--- src/rtl/receptor_quadro_peso_pkg.sv ---
// Shared constants and state encoding for the weight frame receiver.
package receptor_quadro_peso_pkg;

  localparam int unsigned ACC_W = 16;

  localparam logic [7:0] ASCII_INICIO = 8'h23;
  localparam logic [7:0] ASCII_FIM    = 8'h0A;
  localparam logic [7:0] ASCII_ZERO   = 8'h30;
  localparam logic [7:0] ASCII_NOVE   = 8'h39;

  typedef enum logic [3:0] {
    ESPERA      = 4'd0,
    CAMPO_MAX   = 4'd1,
    CAMPO_MIN   = 4'd2,
    CAMPO_ATUAL = 4'd3,
    FIM         = 4'd4
  } estado_t;

  function automatic logic ehDigito(input logic [7:0] b);
    return (b >= ASCII_ZERO) && (b <= ASCII_NOVE);
  endfunction

endpackage

--- src/rtl/acumulador_decimal.sv ---
// Decimal digit accumulator: value <= value*10 + digit, with synchronous clear.
module acumulador_decimal
  import receptor_quadro_peso_pkg::*;
(
  input  logic             clock,
  input  logic             reset,
  input  logic             limpa,
  input  logic             soma,
  input  logic [3:0]       digito,
  output logic [ACC_W-1:0] proximo_c
);

  logic [ACC_W-1:0] valor;

  // Times ten as shift-add; wraps at 16 bits.
  assign proximo_c = (valor << 3) + (valor << 1) + ACC_W'(digito);

  always_ff @(posedge clock or negedge reset) begin
    if (!reset) begin
      valor <= '0;
    end else if (limpa) begin
      valor <= '0;
    end else if (soma) begin
      valor <= proximo_c;
    end
  end

endmodule

--- src/rtl/receptor_quadro_peso.sv ---
// Parses "#<max><min><atual>\n" ASCII frames from a UART byte stream into
// three binary weights, with resync on '#' and an inter-byte timeout.
module receptor_quadro_peso
  import receptor_quadro_peso_pkg::*;
#(
  parameter int unsigned DIGITOS = 4,
  parameter int unsigned TIMEOUT = 43400
) (
  input  logic             clock,
  input  logic             reset,
  input  logic             dado_valido,
  input  logic [7:0]       dado,
  output logic [ACC_W-1:0] peso_max,
  output logic [ACC_W-1:0] peso_min,
  output logic [ACC_W-1:0] peso_atual,
  output logic             quadro_pronto,
  output logic             erro_quadro,
  output logic             ocupado,
  output logic [3:0]       db_estado
);

  localparam int unsigned CONT_W  = 3;
  localparam int unsigned TEMPO_W = $clog2(TIMEOUT + 1);
  localparam logic [CONT_W-1:0]  ULTIMO_DIGITO = CONT_W'(DIGITOS - 1);
  localparam logic [TEMPO_W-1:0] LIMITE_TEMPO  = TEMPO_W'(TIMEOUT - 1);

  estado_t             estado, estadoProx;
  logic [CONT_W-1:0]   contDigito, contDigitoProx;
  logic [TEMPO_W-1:0]  contTempo;
  logic [ACC_W-1:0]    sombraMax, sombraMin, sombraAtual;
  logic [ACC_W-1:0]    accProximo;
  logic                accLimpa, accSoma;
  logic                salvaMax, salvaMin, salvaAtual;
  logic                prontoProx, erroProx;
  logic                tempoEsgotado;

  acumulador_decimal uAcumulador (
    .clock     (clock),
    .reset     (reset),
    .limpa     (accLimpa),
    .soma      (accSoma),
    .digito    (4'(dado - ASCII_ZERO)),
    .proximo_c (accProximo)
  );

  assign tempoEsgotado = (estado != ESPERA) && (contTempo == LIMITE_TEMPO);

  always_ff @(posedge clock or negedge reset) begin
    if (!reset) begin
      estado     <= ESPERA;
      contDigito <= '0;
    end else begin
      estado     <= estadoProx;
      contDigito <= contDigitoProx;
    end
  end

  always_comb begin
    estadoProx     = estado;
    contDigitoProx = contDigito;
    accLimpa       = 1'b0;
    accSoma        = 1'b0;
    salvaMax       = 1'b0;
    salvaMin       = 1'b0;
    salvaAtual     = 1'b0;
    prontoProx     = 1'b0;
    erroProx       = 1'b0;

    if (dado_valido) begin
      case (estado)
        ESPERA: begin
          if (dado == ASCII_INICIO) begin
            estadoProx     = CAMPO_MAX;
            accLimpa       = 1'b1;
            contDigitoProx = '0;
          end
        end
        CAMPO_MAX, CAMPO_MIN, CAMPO_ATUAL: begin
          if (ehDigito(dado)) begin
            if (contDigito == ULTIMO_DIGITO) begin
              // Last digit goes straight to the shadow register.
              accLimpa       = 1'b1;
              contDigitoProx = '0;
              case (estado)
                CAMPO_MAX: begin
                  salvaMax   = 1'b1;
                  estadoProx = CAMPO_MIN;
                end
                CAMPO_MIN: begin
                  salvaMin   = 1'b1;
                  estadoProx = CAMPO_ATUAL;
                end
                default: begin
                  salvaAtual = 1'b1;
                  estadoProx = FIM;
                end
              endcase
            end else begin
              accSoma        = 1'b1;
              contDigitoProx = contDigito + CONT_W'(1);
            end
          end else begin
            erroProx       = 1'b1;
            accLimpa       = 1'b1;
            contDigitoProx = '0;
            estadoProx     = (dado == ASCII_INICIO) ? CAMPO_MAX : ESPERA;
          end
        end
        FIM: begin
          if (dado == ASCII_FIM) begin
            prontoProx = 1'b1;
            estadoProx = ESPERA;
          end else begin
            erroProx       = 1'b1;
            accLimpa       = 1'b1;
            contDigitoProx = '0;
            estadoProx     = (dado == ASCII_INICIO) ? CAMPO_MAX : ESPERA;
          end
        end
        default: begin
          estadoProx     = ESPERA;
          accLimpa       = 1'b1;
          contDigitoProx = '0;
        end
      endcase
    end else if (tempoEsgotado) begin
      erroProx       = 1'b1;
      accLimpa       = 1'b1;
      contDigitoProx = '0;
      estadoProx     = ESPERA;
    end
  end

  // Inter-byte silence counter.
  always_ff @(posedge clock or negedge reset) begin
    if (!reset) begin
      contTempo <= '0;
    end else if (dado_valido || (estado == ESPERA)) begin
      contTempo <= '0;
    end else begin
      contTempo <= contTempo + TEMPO_W'(1);
    end
  end

  always_ff @(posedge clock or negedge reset) begin
    if (!reset) begin
      sombraMax   <= '0;
      sombraMin   <= '0;
      sombraAtual <= '0;
    end else begin
      if (salvaMax)   sombraMax   <= accProximo;
      if (salvaMin)   sombraMin   <= accProximo;
      if (salvaAtual) sombraAtual <= accProximo;
    end
  end

  // Weights change only on an accepted terminator.
  always_ff @(posedge clock or negedge reset) begin
    if (!reset) begin
      peso_max      <= '0;
      peso_min      <= '0;
      peso_atual    <= '0;
      quadro_pronto <= 1'b0;
      erro_quadro   <= 1'b0;
      ocupado       <= 1'b0;
      db_estado     <= '0;
    end else begin
      if (prontoProx) begin
        peso_max   <= sombraMax;
        peso_min   <= sombraMin;
        peso_atual <= sombraAtual;
      end
      quadro_pronto <= prontoProx;
      erro_quadro   <= erroProx;
      ocupado       <= (estadoProx != ESPERA);
      db_estado     <= estadoProx;
    end
  end

endmodule

--- config.mk ---
export PLATFORM = sky130hd
export DESIGN_NAME = receptor_quadro_peso
export DESIGN_NICKNAME = d
export VERILOG_FILES = /design/src/rtl/receptor_quadro_peso_pkg.sv /design/src/rtl/acumulador_decimal.sv /design/src/rtl/receptor_quadro_peso.sv
export SDC_FILE = /design/constraint.sdc
export NUM_CORES = 1
export LEC_CHECK = 0
export BUFFER_PORTS_ARGS = -buffer_cell sky130_fd_sc_hd__buf_4
export CORE_MARGIN = 2
export CORE_UTILIZATION = 43
export DETAILED_ROUTE_END_ITERATION = 10
export PLACE_DENSITY = 0.65
export SYNTH_ARGS = -nofsm -noshare
export SYNTH_HDL_FRONTEND = slang
export SYNTH_SLANG_ARGS = --single-unit
--- constraint.sdc ---
create_clock -name clock -period 4.3 [get_ports clock]
set_clock_uncertainty 0.1 [all_clocks]
set_input_delay 0.43 -clock clock [delete_from_list [all_inputs] [get_ports clock]]
set_output_delay 0.43 -clock clock [all_outputs]
set_load 0.05 [all_outputs]
### Word level (Yosys, flattened, before mapping)

Index checks and enable logic that the tools add are counted.

* output and inout bits: 55
* register bits: 137
* word-level logic and storage cells: 92
* input port bits: 11

* $lt $le $gt $ge: 2
* equal/unequal tests: 10
* reductions and logical operators: 11
* muxes and demuxes: 51
* $add $sub $neg: 5

Operator list (count)
* 1-bit two-way mux: 32
* 15-bit two-way mux: 2
* 4-bit two-way mux: 5
* 3-bit two-way mux: 6
* 16-bit by 1-bit adder with 16-bit output (second input constant): 1
* 16-bit adder: 1
* 16-bit by 4-bit adder with 16-bit output: 1
* 16-bit == test (second input constant): 1
* 16-bit two-way mux: 1
* 4-bit case mux with 3 select lines: 1
* 3-bit case mux with 3 select lines: 1
* 4-bit by 2-bit == test with 1-bit output (second input constant): 2
* 8-bit by 4-bit == test with 1-bit output (second input constant): 1
* 8-bit by 6-bit == test with 1-bit output (second input constant): 1
* 8-bit by 6-bit greater-or-equal comparator with 1-bit output (second input constant): 1
* 8-bit by 6-bit less-or-equal comparator with 1-bit output (second input constant): 1
* 4-bit nonzero test: 2
* 3-bit inequality test (second input constant): 2
* 3-bit case mux with 2 select lines: 1
* 4-bit by 1-bit == test with 1-bit output (second input constant): 1
* 4-bit by 3-bit == test with 1-bit output (second input constant): 1
* 4-bit zero test: 1
* 2-bit nonzero test: 2
* 4-bit by 1-bit subtractor with 4-bit output (second input constant): 1
* other kinds (9): 10

### Logic depth before layout (Yosys ltp)

* word-level depth: 7
* depth in mapped cells: 10
* gate-level depth less buffers: 10

### Modules after synthesis

Synthesis repeated with hierarchy kept, for this count alone.

* cell total of the unflattened synthesis: 620
* area, all modules: 6560.0 um^2

Modules (own cells, without submodules)
* receptor_quadro_peso: area each 5122.4 um^2, cells an instance 467, seq. area each 3052.9 um^2, times used 1
* acumulador_decimal: area each 1437.6 um^2, cells an instance 153, seq. area each 375.4 um^2, times used 1

### Least setup slack after synthesis

Ideal clock, no wire load.

* path type: input to register
* start point: in dado[3]
* end point: reg sombraAtual[14]
* cell stages on the path: 9
* data required time: 4.075 ns
* library setup time: 0.125 ns
* buffers on the path: 0
* arrival: 2.546 ns
* setup slack: 1.529 ns
* path through: fa_1 inv_1 fa_1 nand2b_1 a21oi_1 o32a_1 a31oi_1 xnor2_1 mux2_2

* cells in the longest elaborated chain, start to end: 5
* elaborated cells between the ends (all ways): 8
* those cells by class: add/sub (2); order compare (2); mux (3); reduce/logical (1)

Ends and longest elaborated chain
* from (decl): RTL line receptor_quadro_peso.sv:12 `input logic [7:0] dado,`
* branches (longest 5 deep; another with 16-bit by 4-bit adder with 16-bit output)
* to (signal assigned): RTL line receptor_quadro_peso.sv:153 `if (salvaAtual) sombraAtual <= accProximo;`
* to (decl): RTL line receptor_quadro_peso.sv:30 `logic [ACC_W-1:0] sombraMax, sombraMin, sombraAtual;`

Several ways; the timed one is not identified.
A chain may end at the register's enable or synchronous reset.

### Final worst setup path

* start point: reg uAcumulador.valor[0]
* end point: reg sombraAtual[12]

* cells in the longest elaborated chain, start to end: 2

Ends and longest elaborated chain
* from (decl): RTL line acumulador_decimal.sv:13 `logic [ACC_W-1:0] valor;`
* from (signal assigned): RTL line acumulador_decimal.sv:24 `valor <= proximo_c;`
* 16-bit adder: RTL line acumulador_decimal.sv:16 `assign proximo_c = (valor << 3) + (valor << 1) + ACC_W'(digito);`
* 16-bit by 4-bit adder with 16-bit output: RTL line acumulador_decimal.sv:16

Every way passes these cells.

==> impl_metrics.yaml <==
global_route:
  grt_pass1_vias: 4703
  antenna_found_initial: 0
  grt_overflow: 0
  grt_pass1_wl_um: 24500
  grt_max_degree: 60
  grt_usage_pct: 19.6
detailed_routing:
  drc_errors: 0
  via_count: 4752
  wl_per_cell_um: 16.2
  finalWirelength_um: 14600
  via_per_inst: 5.28
  ant_nets: 0
  drtPass1Iterations: 5
  detail_route.iter0.violations: 388
power_and_ir_drop:
  p_per_area_nw_per_um2: 384
  power_mw: 2.92
  peakVddDrop_mv: 0.268
  cellLeakagePower_nw: 3.99
floorplanning:
  core.rowCount: 44
  core_um2: 14400
  dieHeight_um: 125
  start_util_pct: 43.8
  die_area_um2: 15700
  die_w_um: 125
  pin_count: 66
cells_and_area:
  register_area_um2: 3430
  stdcell_area_um2: 7600
  n_fill_cell: 1282
  area_growth_pct: 20.2
  multi_input_area_um2: 2750
  drive_above_1_share_pct: 17.7
  final_util_pct: 52.7
  final_cell_count_no_fill: 900
  fin_nets: 744
  diodes: 0
logic_synthesis:
  synthDistinctLibCells: 59
  synthArstFlopShare_pct: 100
  synth_top_flop_cell: "dfrtp_1"
  synth_edf_count: 0
  ys_seq_elements: 137
  syn_area_per_cell_um2: 9.87
  synth_nets: 681
  synth-seq-area-share_pct: 54.3
  synth_warnings: 0
  netlist_area_um2: 6320
  syn_inst: 640
worst_setup_path:
  crit_buf_inv: 1
  r2r-start: "uAcumulador.valor[0]$_DFFE_PN0P_"
  critPathLaunchType: "register"
  arrival_ns: 3.22
  cpMostUsedCell: "fa_1"
  reg2reg_slack_ns: 1.33
  slowest_delay_ns: 0.56
  path_cells: "fa_1, inv_1, fa_1, nand2b_1, a21oi_1, nor3_1, o311ai_1, mux2_2"
  worstSetupEndpointType: "register"
  cp.required_ns: 4.55
  r2r-end: "sombraAtual[12]$_DFFE_PN0P_"
  critical_path_depth: 8
  worstRegToRegCells: 8
  crit_family: "adder cells"
  crit_type: "register to register"
  slowest_stage: "fa_1"
  crit_fanout: 4
clocking:
  cts.sinks: 137
  clockBufferDepth: 2
  clk_pin_slew_worst_paths_ns: 0.06
  tritoncts: "done"
  post_cts_resized: 0
  cts_made_buffers: 17
  cts_root_buf: "clkbuf_16"
  htreeDepth: 4
  clk_latency_ns: 0.41
sta:
  maxSlewHeadroom_pct: 31.1
  timing.final.crit_share_pct: 69.1
  hold_viol_final: 0
  worst_pin_slew_ns: 1.03
  setup_ws_ns: 1.33
  hold_slack_ns: 0.161
  drv_slew: 0
  finalSetupTns_ns: 0
  rsz0062_at_grt: "no"
  fmax_ghz: 0.336
  min_period_ns: 2.97
  setup_viol: 0
flow_run:
  max_cap_viol_count: 0
outcome:
  status: "finished clean"
placement:
  dp.cells: 867
  place_hpwl_um: 10100
  port_buffers: 65
  place.gp.congestion: 0.873
  post_dp_cell_area_um2: 6950
  place_ws_ns: 1.16
min_path:
  hold_path.class: "input port to register"
  whs_endpoint: "erro_quadro$_DFF_PN0_"
  hp-start: "dado_valido"
  whs_path_depth: 2
## flip-flops by register name, indices dropped and copies added (netlist names), 4 cells and up
signal	count
contTempo	16
db_estado	4
sombraAtual	16
peso_max	16
peso_atual	16
peso_min	16
sombraMax	16
sombraMin	16
uAcumulador.valor	15
## worst max path at each step
stage                                      from  slack, ns                          end
5_1_grt        uAcumulador.valor[0]$_DFFE_PN0P_       1.15  sombraAtual[12]$_DFFE_PN0P_
3_3_place_gp                            dado[3]       1.23    sombraMax[14]$_DFFE_PN0P_
3_5_place_dp                            dado[3]       1.16  sombraAtual[12]$_DFFE_PN0P_
4_1_cts        uAcumulador.valor[0]$_DFFE_PN0P_       1.31  sombraAtual[12]$_DFFE_PN0P_
6_report       uAcumulador.valor[0]$_DFFE_PN0P_       1.33  sombraAtual[12]$_DFFE_PN0P_
2_1_floorplan                           dado[3]       1.53  sombraAtual[14]$_DFFE_PN0P_
## cell type report
class	count	share of cell area, %
Timing Repair Buffer	70	6.95
Multi-Input combinational cell	470	36.2
Clock buffer	20	5.75
Tap cell	184	3.03
Inverter	7	0.346
Sequential cell	137	45.1
Clock inverter	12	2.60
## worst register-to-register path, stage by stage, from the launching register on
cell      delay (ns)
dfrtp_1         0.41
fa_1            0.56
inv_1           0.08
fa_1            0.45
nand2b_1        0.18
a21oi_1         0.23
nor3_1          0.12
o311ai_1        0.53
mux2_2          0.26
## layer usage
layer	wire, µm	GRT usage, %
met5	0	0
met4	287	7.32
met3	587	4.45
met2	6900	30.7
met1	6840	26.9
## what timing repair did
action / CTS / global route
hold buffers: 1 / 0
endpoints found under the hold margin: 15 / 0
setup buffers: 0 / 0
## cells in the final DEF (no fill, tap or decap), types with 7 or more instances in the layout
| cell | count |
|---|---|
| a21oi_1 | 10 |
| and3_1 | 9 |
| buf_4 | 69 |
| clkbuf_16 | 17 |
| dfrtp_1 | 137 |
| ha_1 | 28 |
| mux2_2 | 17 |
| nand2_1 | 224 |
| nand3_1 | 9 |
| nand4_1 | 7 |
| nor2_1 | 25 |
| o21ai_0 | 35 |
| xnor2_1 | 7 |
| xor2_1 | 19 |
## cell usage after synthesis (3+ instances only)
cell type	number	share of area (%)
and3_1	9	0.89
nor2_1	25	1.5
nand2b_1	3	0.30
o22ai_1	5	0.50
clkbuf_1	17	1.0
and4_1	3	0.42
buf_2	7	0.55
o211ai_1	4	0.48
nand2_1	224	13
xnor2_1	7	0.97
and2_1	3	0.30
a21oi_1	10	0.79
nand3_1	9	0.71
nor2b_1	3	0.30
a21o_1	4	0.48
a22o_1	6	0.83
xor2_1	19	2.6
nor3_1	5	0.40
mux2_2	17	3.0
dfrtp_1	137	54
o21ai_0	35	2.8
nand4_1	7	0.69
nor2_4	3	0.53
inv_1	6	0.36
ha_1	28	5.5
## cell families (layout without fill, tap and decap cells)
logic type,after synthesis,count (layout),share of synthesized area (%)
and+or+nand+nor,312,312,21.7
DFF,137,137,54.3
AOI/OAI and AO/OA,83,83,8.63
buffers and inverters,33,109,2.24
adders and majority gates,30,30,6.18
xor gates and xnor gates,26,26,3.60
muxes,19,19,3.43
## where the power goes
part	internal (mW)	switching, mW
Clock	1.03	0.540
Sequential	1.29	0.000270
Combinational	0.0139	0.0459
Total	2.33	0.586
Power figures use the tool's default switching activity.
